## config.mk

```make
export PLATFORM = sky130hd
export DESIGN_NAME = fpu_arb_flat
export DESIGN_NICKNAME = d
export VERILOG_FILES = /design/src/rtl/fpu_arb_pkg.sv /design/src/rtl/fpu_arb_if.sv /design/src/rtl/fpu_arb_rr_arbiter.sv /design/src/rtl/fpu_arb.sv /design/src/flat_wrapper.sv
export SDC_FILE = /design/constraint.sdc
export NUM_CORES = 1
export LEC_CHECK = 0
export BUFFER_PORTS_ARGS = -buffer_cell sky130_fd_sc_hd__buf_2
export CAP_MARGIN = 30
export CORE_AREA = 3 3 163 165
export CTS_BUF_LIST = sky130_fd_sc_hd__clkbuf_2 sky130_fd_sc_hd__clkbuf_4 sky130_fd_sc_hd__clkbuf_8
export DETAILED_ROUTE_END_ITERATION = 12
export DIE_AREA = 0 0 166 168
export PLACE_DENSITY_LB_ADDON = 0.15
export RECOVER_POWER = 25
export SYNTH_ARGS = -nofsm -noshare
export SYNTH_HDL_FRONTEND = slang
export SYNTH_HIERARCHICAL = 1
export SYNTH_SLANG_ARGS = --single-unit
```

## constraint.sdc

```tcl
create_clock -name mclk -period 5.3 [get_ports mclk]
set_input_delay 0.53 -clock mclk [delete_from_list [all_inputs] [get_ports mclk]]
set_output_delay 0.53 -clock mclk [all_outputs]
set_load 0.05 [all_outputs]
```

## src/rtl/fpu_arb_pkg.sv

```systemverilog
// Shared types and widths for the FPU arbiter slice.
// Contents:
//   fpu_arb_st_e  scheduler state (IDLE, ISSUE, WAIT)
//   FPU_CMD_W     width of an FPU command
//   FPU_DATA_W    width of an FPU operand/result
package fpu_arb_pkg;

  typedef enum logic [1:0] {
    IDLE  = 2'd0,
    ISSUE = 2'd1,
    WAIT  = 2'd2
  } fpu_arb_st_e;

  localparam int FPU_CMD_W  = 4;
  localparam int FPU_DATA_W = 32;

endpackage

```

## src/rtl/fpu_arb_if.sv

```systemverilog
// Bus between the arbiter and the shared FPU datapath.
// Signals:
//   fpu_val     one-cycle start strobe towards the FPU
//   fpu_cmd     command for the operation
//   fpu_din1/2  operands for the operation
//   fpu_done    completion pulse from the FPU
//   fpu_result  result, valid with fpu_done
// Modports: master = arbiter side, slave = FPU side.
interface fpu_arb_if;
  import fpu_arb_pkg::*;

  logic                  fpu_val;
  logic [FPU_CMD_W-1:0]  fpu_cmd;
  logic [FPU_DATA_W-1:0] fpu_din1;
  logic [FPU_DATA_W-1:0] fpu_din2;
  logic                  fpu_done;
  logic [FPU_DATA_W-1:0] fpu_result;

  modport master (
    output fpu_val, fpu_cmd, fpu_din1, fpu_din2,
    input  fpu_done, fpu_result
  );

  modport slave (
    input  fpu_val, fpu_cmd, fpu_din1, fpu_din2,
    output fpu_done, fpu_result
  );

endinterface

```

## src/rtl/fpu_arb_rr_arbiter.sv

```systemverilog
// Combinational round-robin pick.
// Ports:
//   req   request vector
//   last  index granted most recently; the search starts just above it
//   gnt   one-hot grant
//   idx   binary index of the grant
//   any   1 when some request is present
module rr_arbiter #(
  parameter int N = 4
) (
  input  logic [N-1:0]         req,
  input  logic [$clog2(N)-1:0] last,
  output logic [N-1:0]         gnt,
  output logic [$clog2(N)-1:0] idx,
  output logic                 any
);

  localparam int IW = $clog2(N);

  // Walk the N positions starting at last+1 (wrapping) and stop at the first hit;
  // last itself is examined last, so a repeat winner only happens when it is alone.
  always_comb begin
    gnt = '0;
    idx = '0;
    any = 1'b0;
    for (int k = 1; k <= N; k++) begin
      if (!any && req[(int'(last) + k) % N]) begin
        any                          = 1'b1;
        idx                          = IW'((int'(last) + k) % N);
        gnt[(int'(last) + k) % N]    = 1'b1;
      end
    end
  end

endmodule

```

## src/rtl/fpu_arb.sv

```systemverilog
// Round-robin scheduler sharing one FPU between NREQ requesters, with a watchdog.
// Ports:
//   mclk, rst_n     clock, asynchronous active-low reset
//   req_val         per-requester request level, held until req_ack
//   req_cmd         per-requester command, slice i = [4i+3:4i]
//   req_din1/2      per-requester operands, slice i = [32i+31:32i]
//   req_ack         one-cycle accept pulse to the granted requester
//   rsp_val         one-cycle completion pulse to the owner
//   rsp_err         1 = the completion was a timeout (result invalid)
//   rsp_result      result, held until the next completion
//   fpu             master side of the FPU bus
//   idle            1 when nothing is in flight and nobody is requesting
module fpu_arb
  import fpu_arb_pkg::*;
#(
  parameter int NREQ    = 4,
  parameter int TMO_CYC = 1023
) (
  input  logic                       mclk,
  input  logic                       rst_n,
  input  logic [NREQ-1:0]            req_val,
  input  logic [NREQ*FPU_CMD_W-1:0]  req_cmd,
  input  logic [NREQ*FPU_DATA_W-1:0] req_din1,
  input  logic [NREQ*FPU_DATA_W-1:0] req_din2,
  output logic [NREQ-1:0]            req_ack,
  output logic [NREQ-1:0]            rsp_val,
  output logic                       rsp_err,
  output logic [FPU_DATA_W-1:0]      rsp_result,
  fpu_arb_if.master                  fpu,
  output logic                       idle
);

  localparam int IW    = $clog2(NREQ);
  localparam int CNT_W = (TMO_CYC < 2) ? 1 : $clog2(TMO_CYC + 1);
  // Count value seen during the last allowed WAIT cycle.
  localparam logic [CNT_W-1:0] TMO_LAST = CNT_W'((TMO_CYC > 0) ? (TMO_CYC - 1) : 0);

  fpu_arb_st_e           state_q, state_d;
  logic [IW-1:0]         last_grant_q, last_grant_d;
  logic [IW-1:0]         owner_q, owner_d;
  logic [FPU_CMD_W-1:0]  cmd_q, cmd_d;
  logic [FPU_DATA_W-1:0] din1_q, din1_d;
  logic [FPU_DATA_W-1:0] din2_q, din2_d;
  logic [NREQ-1:0]       req_ack_q, req_ack_d;
  logic                  fpu_val_q, fpu_val_d;
  logic [NREQ-1:0]       rsp_val_q, rsp_val_d;
  logic                  rsp_err_q, rsp_err_d;
  logic [FPU_DATA_W-1:0] rsp_result_q, rsp_result_d;
  logic [CNT_W-1:0]      cnt_q, cnt_d;

  logic [NREQ-1:0]       arb_gnt;
  logic [IW-1:0]         arb_idx;
  logic                  arb_any;
  logic                  fin;
  logic                  fin_err;

  rr_arbiter #(.N(NREQ)) u_rr (
    .req  (req_val),
    .last (last_grant_q),
    .gnt  (arb_gnt),
    .idx  (arb_idx),
    .any  (arb_any)
  );

  always_comb begin
    state_d      = state_q;
    last_grant_d = last_grant_q;
    owner_d      = owner_q;
    cmd_d        = cmd_q;
    din1_d       = din1_q;
    din2_d       = din2_q;
    req_ack_d    = '0;
    fpu_val_d    = 1'b0;
    rsp_val_d    = '0;
    rsp_err_d    = rsp_err_q;
    rsp_result_d = rsp_result_q;
    cnt_d        = cnt_q;
    fin          = 1'b0;
    fin_err      = 1'b0;

    unique case (state_q)
      IDLE: begin
        if (arb_any) begin
          owner_d   = arb_idx;
          cmd_d     = req_cmd[arb_idx*FPU_CMD_W +: FPU_CMD_W];
          din1_d    = req_din1[arb_idx*FPU_DATA_W +: FPU_DATA_W];
          din2_d    = req_din2[arb_idx*FPU_DATA_W +: FPU_DATA_W];
          req_ack_d = arb_gnt;
          fpu_val_d = 1'b1;
          cnt_d     = '0;
          state_d   = ISSUE;
        end
      end
      ISSUE: begin
        // A very fast FPU may answer in the same cycle it is started.
        if (fpu.fpu_done) fin = 1'b1;
        else              state_d = WAIT;
      end
      WAIT: begin
        // Done is tested first so that it beats a coinciding timeout.
        if (fpu.fpu_done) begin
          fin = 1'b1;
        end else if ((TMO_CYC != 0) && (cnt_q == TMO_LAST)) begin
          fin     = 1'b1;
          fin_err = 1'b1;
        end else begin
          cnt_d = cnt_q + CNT_W'(1);
        end
      end
      default: state_d = IDLE;
    endcase

    // The pointer also advances on a timeout so a stuck requester cannot
    // keep first priority over the others.
    if (fin) begin
      rsp_val_d[owner_q] = 1'b1;
      rsp_err_d          = fin_err;
      rsp_result_d       = fin_err ? '0 : fpu.fpu_result;
      last_grant_d       = owner_q;
      state_d            = IDLE;
    end
  end

  always_ff @(posedge mclk or negedge rst_n) begin
    if (!rst_n) begin
      state_q      <= IDLE;
      last_grant_q <= IW'(NREQ - 1);
      owner_q      <= '0;
      cmd_q        <= '0;
      din1_q       <= '0;
      din2_q       <= '0;
      req_ack_q    <= '0;
      fpu_val_q    <= 1'b0;
      rsp_val_q    <= '0;
      rsp_err_q    <= 1'b0;
      rsp_result_q <= '0;
      cnt_q        <= '0;
    end else begin
      state_q      <= state_d;
      last_grant_q <= last_grant_d;
      owner_q      <= owner_d;
      cmd_q        <= cmd_d;
      din1_q       <= din1_d;
      din2_q       <= din2_d;
      req_ack_q    <= req_ack_d;
      fpu_val_q    <= fpu_val_d;
      rsp_val_q    <= rsp_val_d;
      rsp_err_q    <= rsp_err_d;
      rsp_result_q <= rsp_result_d;
      cnt_q        <= cnt_d;
    end
  end

  assign req_ack      = req_ack_q;
  assign rsp_val      = rsp_val_q;
  assign rsp_err      = rsp_err_q;
  assign rsp_result   = rsp_result_q;
  assign fpu.fpu_val  = fpu_val_q;
  assign fpu.fpu_cmd  = cmd_q;
  assign fpu.fpu_din1 = din1_q;
  assign fpu.fpu_din2 = din2_q;
  assign idle         = (state_q == IDLE) && (req_val == '0);

endmodule

```

## src/flat_wrapper.sv

```systemverilog
// flat-port wrapper written by rule: the top's interface ports become plain ports
module fpu_arb_flat import fpu_arb_pkg::*;
#(
  parameter int NREQ    = 4,
  parameter int TMO_CYC = 1023
)
  (mclk, rst_n, req_val, req_cmd, req_din1, req_din2, req_ack, rsp_val, rsp_err, rsp_result, idle, fpu_fpu_val, fpu_fpu_cmd, fpu_fpu_din1, fpu_fpu_din2, fpu_fpu_done, fpu_fpu_result);
  fpu_arb_if fpu_i ();
  input  logic mclk;
  input  logic rst_n;
  input  logic [NREQ-1:0] req_val;
  input  logic [NREQ*FPU_CMD_W-1:0] req_cmd;
  input  logic [NREQ*FPU_DATA_W-1:0] req_din1;
  input  logic [NREQ*FPU_DATA_W-1:0] req_din2;
  output logic [NREQ-1:0] req_ack;
  output logic [NREQ-1:0] rsp_val;
  output logic rsp_err;
  output logic [FPU_DATA_W-1:0] rsp_result;
  output logic idle;
  output wire logic [$bits(fpu_i.fpu_val)-1:0] fpu_fpu_val;
  output wire logic [$bits(fpu_i.fpu_cmd)-1:0] fpu_fpu_cmd;
  output wire logic [$bits(fpu_i.fpu_din1)-1:0] fpu_fpu_din1;
  output wire logic [$bits(fpu_i.fpu_din2)-1:0] fpu_fpu_din2;
  input wire logic [$bits(fpu_i.fpu_done)-1:0] fpu_fpu_done;
  input wire logic [$bits(fpu_i.fpu_result)-1:0] fpu_fpu_result;
  assign fpu_fpu_val = fpu_i.fpu_val;
  assign fpu_fpu_cmd = fpu_i.fpu_cmd;
  assign fpu_fpu_din1 = fpu_i.fpu_din1;
  assign fpu_fpu_din2 = fpu_i.fpu_din2;
  assign fpu_i.fpu_done = fpu_fpu_done;
  assign fpu_i.fpu_result = fpu_fpu_result;
  fpu_arb #(.NREQ(NREQ), .TMO_CYC(TMO_CYC)) u_core (.mclk(mclk), .rst_n(rst_n), .req_val(req_val), .req_cmd(req_cmd), .req_din1(req_din1), .req_din2(req_din2), .req_ack(req_ack), .rsp_val(rsp_val), .rsp_err(rsp_err), .rsp_result(rsp_result), .fpu(fpu_i), .idle(idle));
endmodule
```

### Word-level counts from Yosys, hierarchy flattened

Index checks and enable logic that the tools add are counted.

* bits of input ports: 311
* output and inout bits: 111
* register bits after elaboration: 126

* add/sub/neg operators: 5
* multiplexer cells: 54
* magnitude comparators: 10
* equality and inequality tests: 9
* bitwise operators: 7
* reduce and logical (&&, ||, !) cells: 22
* shifts and indexed selects: 3

Operator list (number)
* indexed part select 128 x 8 -> 32 bit: 2
* two-way mux 32 bit: 1
* two-way mux 10 bit: 3
* two-way mux 4 bit: 7
* two-way mux 1 bit: 24
* case mux 10 bit (2 select lines): 1
* < comparator 3 x 4 -> 1 bit (second input constant): 4
* indexed part select 16 x 5 -> 4 bit: 1
* two-way mux 2 bit: 7
* greater-or-equal comparator 3 x 1 -> 1 bit (second input constant): 4
* OR 4 bit: 3
* adder 10 x 1 -> 10 bit (second input constant): 1
* demux 1 bit (select 2 bit): 5
* equality test 10 bit (second input constant): 1
* logical AND 1 bit: 9
* binary-select mux 1 bit (select 2 bit): 4
* OR reduction 2 bit: 4
* case mux 2 bit (3 select lines): 1
* adder 2 x 1 -> 2 bit (second input constant): 2
* adder 2 bit (second input constant): 2
* AND 1 bit (first input constant): 4
* logical NOT 4 bit: 1
* inequality test 2 x 1 -> 1 bit (second input constant): 2
* inequality test 2 bit (second input constant): 2
* other kinds (13): 15

### Logic depth before layout (Yosys ltp)

Gate-level depths: netlist of run 1.

* depth after elaboration: 19
* gate-level depth with buffers: 14
* depth with buffers taken out: 8

### Cells and area by module

Netlist of run 1, hierarchy kept.

By module, submodules not included
* fpu_arb: area an instance 6583.8 um^2, instances 1, cells each 418
* rr_arbiter: area an instance 629.4 um^2, instances 1, cells each 86

### Least setup slack after synthesis of run 1

No wires, ideal clock.

* path type: flip-flop to flip-flop
* start point: register u_core.last_grant_q[0]
* end point: register u_core.cmd_q[0], in the netlist u_core/fpu.fpu_cmd[0]
* buffers on the path: 5
* required time: 5175 ps
* path slack: 1668 ps
* arrival time: 3507 ps
* cell stages (with the launch flop): 14
* cells stage by stage: dfstp_2 buf_6 buf_2 inv_1 ha_1 clkbuf_1 a21oi_1 a211oi_1 a311o_1 a221oi_1 buf_6 buf_2 mux4_2 mux2_2

* word-level cells in the longest chain between the ends: 15
* elaborated cells on any way between the ends: 32
* classes of those cells: add/sub: 4; shift: 1; mux: 20; reduce/logical: 7

RTL lines
* from (decl): line fpu_arb.sv:39 `logic [IW-1:0] last_grant_q, last_grant_d;`
* from (signal assigned): line fpu_arb.sv:127 `last_grant_q <= IW'(NREQ - 1);`
* from (signal assigned): line fpu_arb.sv:140 `last_grant_q <= last_grant_d;`
* adder 2 x 1 -> 2 bit: line fpu_arb_rr_arbiter.sv:27, fpu_arb_rr_arbiter.sv:29
* binary-select mux 1 bit (select 2 bit): line fpu_arb_rr_arbiter.sv:27 `if (!any && req[(int'(last) + k) % N]) begin`
* two-way mux 1 bit (not written as such) (2 in series): line fpu_arb_rr_arbiter.sv:27
* two-way mux 1 bit: line fpu_arb_rr_arbiter.sv:27
* logical NOT 1 bit: line fpu_arb_rr_arbiter.sv:27
* logical AND 1 bit: line fpu_arb_rr_arbiter.sv:27
* two-way mux 1 bit: line fpu_arb_rr_arbiter.sv:27
* logical NOT 1 bit: line fpu_arb_rr_arbiter.sv:27
* logical AND 1 bit: line fpu_arb_rr_arbiter.sv:27
* two-way mux 1 bit: line fpu_arb_rr_arbiter.sv:27
* logical NOT 1 bit: line fpu_arb_rr_arbiter.sv:27
* logical AND 1 bit: line fpu_arb_rr_arbiter.sv:27
* two-way mux 2 bit (*): line fpu_arb_rr_arbiter.sv:27
* via u_core.arb_idx[0]: line fpu_arb.sv:52 `logic [IW-1:0] arb_idx;`
* indexed part select 16 x 5 -> 4 bit (*): line fpu_arb.sv:85 `cmd_d = req_cmd[arb_idx*FPU_CMD_W +: FPU_CMD_W];`
* to (signal assigned): line fpu_arb.sv:142 `cmd_q <= cmd_d;`
* to (decl): line fpu_arb.sv:41 `logic [FPU_CMD_W-1:0] cmd_q, cmd_d;`

The timed path passes the listed nets; every way through them passes the cells marked *. The select of a mux whose other input is x is not followed.
A chain may end at the register's enable or synchronous reset.

### Worst setup path in the final report of run 1

* start point: register u_core.last_grant_q[0]
* end point: register u_core.din2_q[23], in the netlist u_core/fpu.fpu_din2[23]

* word-level cells in the longest chain between the ends: 15
* elaborated cells on any way between the ends: 32
* classes of those cells: add/sub: 4; shift: 1; mux: 20; reduce/logical: 7

RTL lines
* adder 2 x 1 -> 2 bit: line fpu_arb_rr_arbiter.sv:27, fpu_arb_rr_arbiter.sv:29
* binary-select mux 1 bit (select 2 bit): line fpu_arb_rr_arbiter.sv:27
* two-way mux 1 bit (not written as such) (2 in series): line fpu_arb_rr_arbiter.sv:27
* two-way mux 1 bit: line fpu_arb_rr_arbiter.sv:27
* logical NOT 1 bit: line fpu_arb_rr_arbiter.sv:27
* logical AND 1 bit: line fpu_arb_rr_arbiter.sv:27
* two-way mux 1 bit: line fpu_arb_rr_arbiter.sv:27
* logical NOT 1 bit: line fpu_arb_rr_arbiter.sv:27
* logical AND 1 bit: line fpu_arb_rr_arbiter.sv:27
* two-way mux 1 bit: line fpu_arb_rr_arbiter.sv:27
* logical NOT 1 bit: line fpu_arb_rr_arbiter.sv:27
* logical AND 1 bit: line fpu_arb_rr_arbiter.sv:27
* two-way mux 2 bit (*): line fpu_arb_rr_arbiter.sv:27
* via u_core.arb_idx[0]: line fpu_arb.sv:52
* indexed part select 128 x 8 -> 32 bit (*): line fpu_arb.sv:87 `din2_d = req_din2[arb_idx*FPU_DATA_W +: FPU_DATA_W];`
* to (signal assigned): line fpu_arb.sv:144 `din2_q <= din2_d;`
* to (decl): line fpu_arb.sv:43 `logic [FPU_DATA_W-1:0] din2_q, din2_d;`

Marked as above.

==> run metrics, run 1 <==
Pins Over Slew Limit=86; final RePlAce weighted congestion=0.813; number of antenna violations at the first check in global routing=7; Final Power=0.00710 W; largest net degree at the start of global routing=86; clock-pin transition on the worst setup and hold timing paths=0.08 ns; max-cap violation count=1; die height=between 150 and 200 um; Synth top cells by count=dfrtp_1, mux4_2, mux2_2, a22o_1, clkbuf_1; final worst path period need=4.16 ns; global-route usage over all layers=about 18%; Worst-Skew Late Latency=roughly 0.44 ns; Most used DFF post-synth=dfrtp_1; clock buffer depth=2; RSZ-0062 raised after global routing=false; number of synthesized flops with an enable pin=0; post_cts resized=0; Final Cycle Share=78.5%; gr ovfl total=0; Mapped Nets=around 830; Hold Worst Slack=0.308 ns; leak pwr=4.78 nW; Yosys top cell area share=a little over two fifths; Min-Delay Startpoint=fpu_fpu_result[31]; Critical R2R Launch=u_core/last_grant_q[0]; Die Width=around 170 um; Buffers on Ports=approximately 420; DRC Markers=0; share of cells above drive strength 1=66.8%; drt total wl=25500 um; CORE AREA=25200 sq um; synthesized area=7210 sq um; first-pass GRT wire length=39100 um; cell depth of the worst flop-to-flop path=8; status=finished, violations left; ANT nets after route=0; Final Util=slightly below 40%; Reg2Reg Capture Point=u_core/fpu.fpu_din2[23]; startpoint class of the critical path=flip-flop; Post-Syn Instances=just over 500; Clock Skew=around 0.019 ns; CP max FO=21; Root Buffer=clkbuf_8; Mean Syn Cell Area=14.3 sq um; Rows=58; Vias=6150; nature of the critical path endpoint=flip-flop; WL/cell=20.3 um; die area=about 28000 sq um; Syn-to-layout area delta=38.2%; sequential share of the synthesized area=43.7%; Async SR Flop Fraction=100%; Hold EP=u_core/rsp_result[31]; WHS Path Cells=2; Max Clock Freq=240 MHz; Slew headroom=-160%; Setup TNS=0 ns; leading post-synthesis cells by cell area=dfrtp_1, mux4_2, mux2_2; cts hold-fix bufs=0; H-tree depth=4; number of nets in the layout=between 1k and 1.5k; Post-DP HPWL=20100 um; Final setup viols=0; Worst Tran Pin Value=between 3 and 4 ns; # clock sinks=126; Arr. time, crit path=4.48 ns; VDD IR max=0.361 mV; initial core utilization=28.6%; #FFs+latches synth=126; synth unique cells=51; failing checks=capacitance limit, slew limit; Reg2Reg Setup Slack=roughly 1.1 ns; Critical Path RT=5.62 ns; YS warnings=6; TritonCTS buffer count=17; most common cell in the netlist=dfrtp_1; CTS tree=yes; IO Pins=422; Min-Delay Path Class=input port to flip-flop; DRT Pass-1 Iters=4; number of vias per cell=4.90; Setup Fix Bufs, Post-CTS=0; Cell Pwr Density=712 nW/um^2; critical path type=flip-flop to flip-flop; drt initial violations=280; final hold vios=0; fill count=2522; vias in the first global route=roughly 6.7k; Yosys top cell by area=dfrtp_1
## cells in the final DEF, fill, tap and decap left out, drive strengths merged, types with 3 or more instances in the layout
| master | n |
|---|---|
| nor3 | 3 |
| clkinv | 5 |
| or4 | 5 |
| o31ai | 12 |
| buf | 429 |
| a21oi | 11 |
| nand3 | 4 |
| a31oi | 5 |
| nor3b | 3 |
| nor2 | 13 |
| nand4 | 9 |
| clkbuf | 20 |
| a211oi | 4 |
| or3 | 5 |
| ha | 13 |
| nand2 | 17 |
| and3 | 6 |
| clkinvlp | 5 |
| mux2i | 4 |
| dfrtp | 124 |
| a22o | 32 |
| o21ai | 6 |
| mux2 | 75 |
| mux4 | 70 |
| a2111o | 4 |
| inv | 16 |
## registers in the layout (all words and copies together) (netlist names)
signal,cells
u_core/cnt_q,10
u_core/fpu.fpu_cmd,4
u_core/fpu.fpu_din1,32
u_core/fpu.fpu_din2,32
u_core/fpu.fpu_val,1
u_core/last_grant_q,2
u_core/owner_q,2
u_core/req_ack,4
u_core/rsp_err,1
u_core/rsp_result,32
u_core/rsp_val,4
u_core/state_q,2
## layout make-up
cell class              count  area [sq um]  share of cell area [%]
repair buffers            430          2190                    22.0
multi-input cells         320          3770                    37.8
flip-flops and latches    126          3160                    31.6
inverters                  15          57.6                   0.577
diodes                      2          5.00                  0.0502
clock buffers              20           263                    2.64
well taps                 330           413                    4.14
clock inverters            12           113                    1.13
## worst max-delay path by stage
stage | startpoint | endpoint | slack, ns
3_3_place_gp | u_core/last_grant_q[0] | u_core/fpu.fpu_din2[13] | 1.07
5_1_grt | rst_n | u_core/fpu.fpu_din1[28] | 0.54
2_1_floorplan | u_core/last_grant_q[0] | u_core/fpu.fpu_cmd[0] | 1.67
3_5_place_dp | u_core/last_grant_q[0] | u_core/fpu.fpu_din2[23] | 1.02
6_report | u_core/last_grant_q[0] | u_core/fpu.fpu_din2[23] | 1.14
4_1_cts | u_core/last_grant_q[0] | u_core/fpu.fpu_din2[12] | 1.03
## cells by family (layout without fill, tap and decap cells)
logic type      Yosys count  after routing  share of synthesized area, %
fa+ha+maj                13             13                          2.26
buf+inv                  58            477                          4.37
compound gates           84             84                          9.16
simple gates             74             74                          5.83
other cells               0              2                             0
flops                   126            126                          43.7
mux                     149            149                          34.6
## critical path, cell delays in order, from the launching register on
cell and delay (ns):
dfstp_2 0.81, inv_1 0.18, ha_1 0.52, inv_1 0.22
a311o_1 0.34, a221oi_4 0.73, buf_4 0.43, mux4_2 0.53
mux2_2 0.27
## where the power goes
| part | leakage [nW] | internal, W | switching (W) | total [W] |
|---|---|---|---|---|
| clock | 0.179 | 0.000396 | 0.000418 | 0.000813 |
| combinational | 3.06 | 0.00179 | 0.00282 | 0.00462 |
| sequential | 1.54 | 0.00142 | 0.000251 | 0.00167 |
| total | 4.78 | 0.00361 | 0.00349 | 0.00710 |
## through the flow
| step | area, sq um | cells | worst slack (ns) |
|---|---|---|---|
| 5_1_grt | 9970 | 1255 | 0.535 |
| 3_3_place_gp | 9590 | 1221 | 1.07 |
| 3_5_place_dp | 9590 | 1221 | 1.02 |
| 6_report | 9970 | 1255 | 1.14 |
| 4_1_cts | 9970 | 1253 | 1.03 |
| 2_1_floorplan | 7210 | 504 | 1.67 |
## routing by layer
layer  routed length (um)  GRT usage, %  up-vias
li1                     -             -     2812
met1                 9400          20.1     3026
met2                13500          32.2      268
met3                 2230          6.93       34
met4                  386          4.70       10
met5                   51             0        -
(Power assumes the default switching activity.)
==> run 2: changes to the inputs <==
==> constraint.sdc (replaced) <==
create_clock -name mclk -period 3.6 [get_ports mclk]
set_input_delay 0.36 -clock mclk [delete_from_list [all_inputs] [get_ports mclk]]
set_output_delay 0.36 -clock mclk [all_outputs]
set_load 0.05 [all_outputs]
==> run 2 against run 1 <==
The flow still finishes with violations (capacitance limit, slew limit). Clock power is 56% higher. Worst setup slack worse by 0.80 ns. Clock skew is 0.0056 ns lower. Core utilization is 0.41 points higher. Cell area is 1.0% higher. Count of clock-buffer cells in the layout is 1 lower. Cell count is 0.40% higher. Sequential power is 44% higher. Power is 50% higher. Largest cell class unchanged. Highest routed layer unchanged.
==> run metrics, run 2 (synthesized netlist as in run 1, its figures left out) <==
Clock Skew=approximately 0.014 ns; number of antenna violations at the first check in global routing=6; gr ovfl total=0; DRT Pass-1 Iters=4; clock-pin transition on the worst setup and hold timing paths=0.09 ns; Post-DP HPWL=20000 um; first-pass GRT wire length=39500 um; Hold Worst Slack=0.142 ns; H-tree depth=4; DRC Markers=0; final hold vios=0; most frequent cells in the layout=buf_2, dfrtp_1, mux4_2; # clock sinks=126; CORE AREA=~25000 sq um; final RePlAce weighted congestion=0.826; global-route usage over all layers=a little under a fifth; Critical Path RT=3.92 ns; slowest CP cell=mux4_2; crit path cell chain=inv_1 -> ha_1 -> a21oi_1 -> a211oi_1 -> a311o_1 -> a221oi_4 -> buf_4 -> mux4_2 -> mux2_4; RSZ-0062 raised after global routing=false; final worst path period need=3.26 ns; startpoint class of the critical path=flip-flop; Die Width=166 um; die area=27900 sq um; VDD IR max=0.575 mV; number of vias per cell=between 4 and 5; Pins Over Slew Limit=70; status=finished, violations left; largest net degree at the start of global routing=70; die height=168 um; initial core utilization=28.6%; drt initial violations=around 390; Arr. time, crit path=3.58 ns; Final Cycle Share=90.5%; Worst path max stage delay=0.55 ns; IO Pins=422; Worst Tran Pin Value=1.84 ns; Worst-Skew Late Latency=0.43 ns; Min-Delay Path Class=input port to flip-flop; Rows=58; critical path type=flip-flop to flip-flop; Setup Fix Bufs, Post-CTS=0; Buffers on Ports=421; most common cell after layout, fill and taps aside=buf_2; WL/cell=slightly above 20 um; Final Util=40.0%; Setup TNS=0 ns; ANT nets after route=0; share of cells above drive strength 1=between 60% and 70%; Syn-to-layout area delta=39.7%; number of nets in the layout=about 1.2k; drt total wl=25700 um; vias in the first global route=approximately 6.7k; failing checks=capacitance limit, slew limit; leak pwr=4.84 nW; Max Clock Freq=307 MHz; Cell Pwr Density=1060 nW/um^2; TritonCTS buffer count=17; CP max FO=14; Vias=6150; max-cap violation count=1; CTS tree=yes; clock buffer depth=2; Slew headroom=-22.3%; Final setup viols=0; Root Buffer=clkbuf_8; nature of the critical path endpoint=flip-flop
-- run 2: cell types whose count changed in the layout (fill, tap and decap cells not counted), sizes merged --
cell	previous run	this run
clkinv	5	7
clkdlybuf4s25	1	0
dlygate4sd3	0	1
buf	429	433
clkbuf	20	21
bufinv	1	2
clkinvlp	5	2
-- run 2: path summary, 6_finish.rpt --
path / start / to / slack [ns] / cells past startpoint
hold reg to reg: u_core/rsp_result[7] / u_core/rsp_result[7] / 0.50 / 1
setup reg to reg: u_core/last_grant_q[0] / u_core/fpu.fpu_din2[17] / 0.34 / 9
max in group asynchronous: rst_n / u_core/fpu.fpu_din1[12] / 0.76 / 3
setup / recovery: u_core/last_grant_q[0] / u_core/fpu.fpu_din2[17] / 0.34 / 9
min in group asynchronous: rst_n / u_core/cnt_q[6] / 0.95 / 2
hold / removal: fpu_fpu_result[14] / u_core/rsp_result[14] / 0.14 / 2
-- run 2: final cells by class --
cell class	count	area [sq um]
Fill cell	2504	15100
Multi-Input combinational cell	320	3770
Sequential cell	126	3160
Timing Repair Buffer	436	2270
Tap cell	330	413
Clock buffer	19	262
Clock inverter	12	138
Inverter	15	57.6
Antenna cell	2	5.00
-- run 2: stage by stage --
step                setup WS [ns]  cells  total power [W]  area [sq um]
global placement            0.332   1226          0.00947          9680
CTS                         0.291   1258           0.0109         10100
global route                0.177   1259           0.0113         10100
floorplan                 -0.0318    504          0.00787          7210
detailed placement          0.311   1226          0.00952          9680
finish                      0.341   1260           0.0107         10100
-- run 2: worst max-delay path, delay by kind of cell (launching register included) --
kind	cells	cell delay [ns]
DFF	1	0.53
muxes	2	0.82
adders and majority gates	1	0.38
buffers and inverters	2	0.44
AOI/OAI and AO/OA	4	0.96
-- run 2: per-layer routing --
metal,wire [um],track usage (%),up-vias
met5,60,0,-
met4,431,4.34,8
met3,1860,6.03,28
met2,13100,31.6,239
met1,10300,21.7,3053
li1,-,-,2822
-- run 2: report_power, final --
group / switching, W / total [W] / internal (W) / leakage (nW)
registers: 0.000326 / 0.00241 / 0.00209 / 1.54
logic: 0.00425 / 0.00699 / 0.00273 / 3.11
clock network: 0.000613 / 0.00127 / 0.000655 / 0.199
-- run 2: what timing repair did --
action | in CTS | in global routing
hold buffers | 1 | 0
gates resized for setup | 0 | 0
hold endpoints to repair | 66 | 0
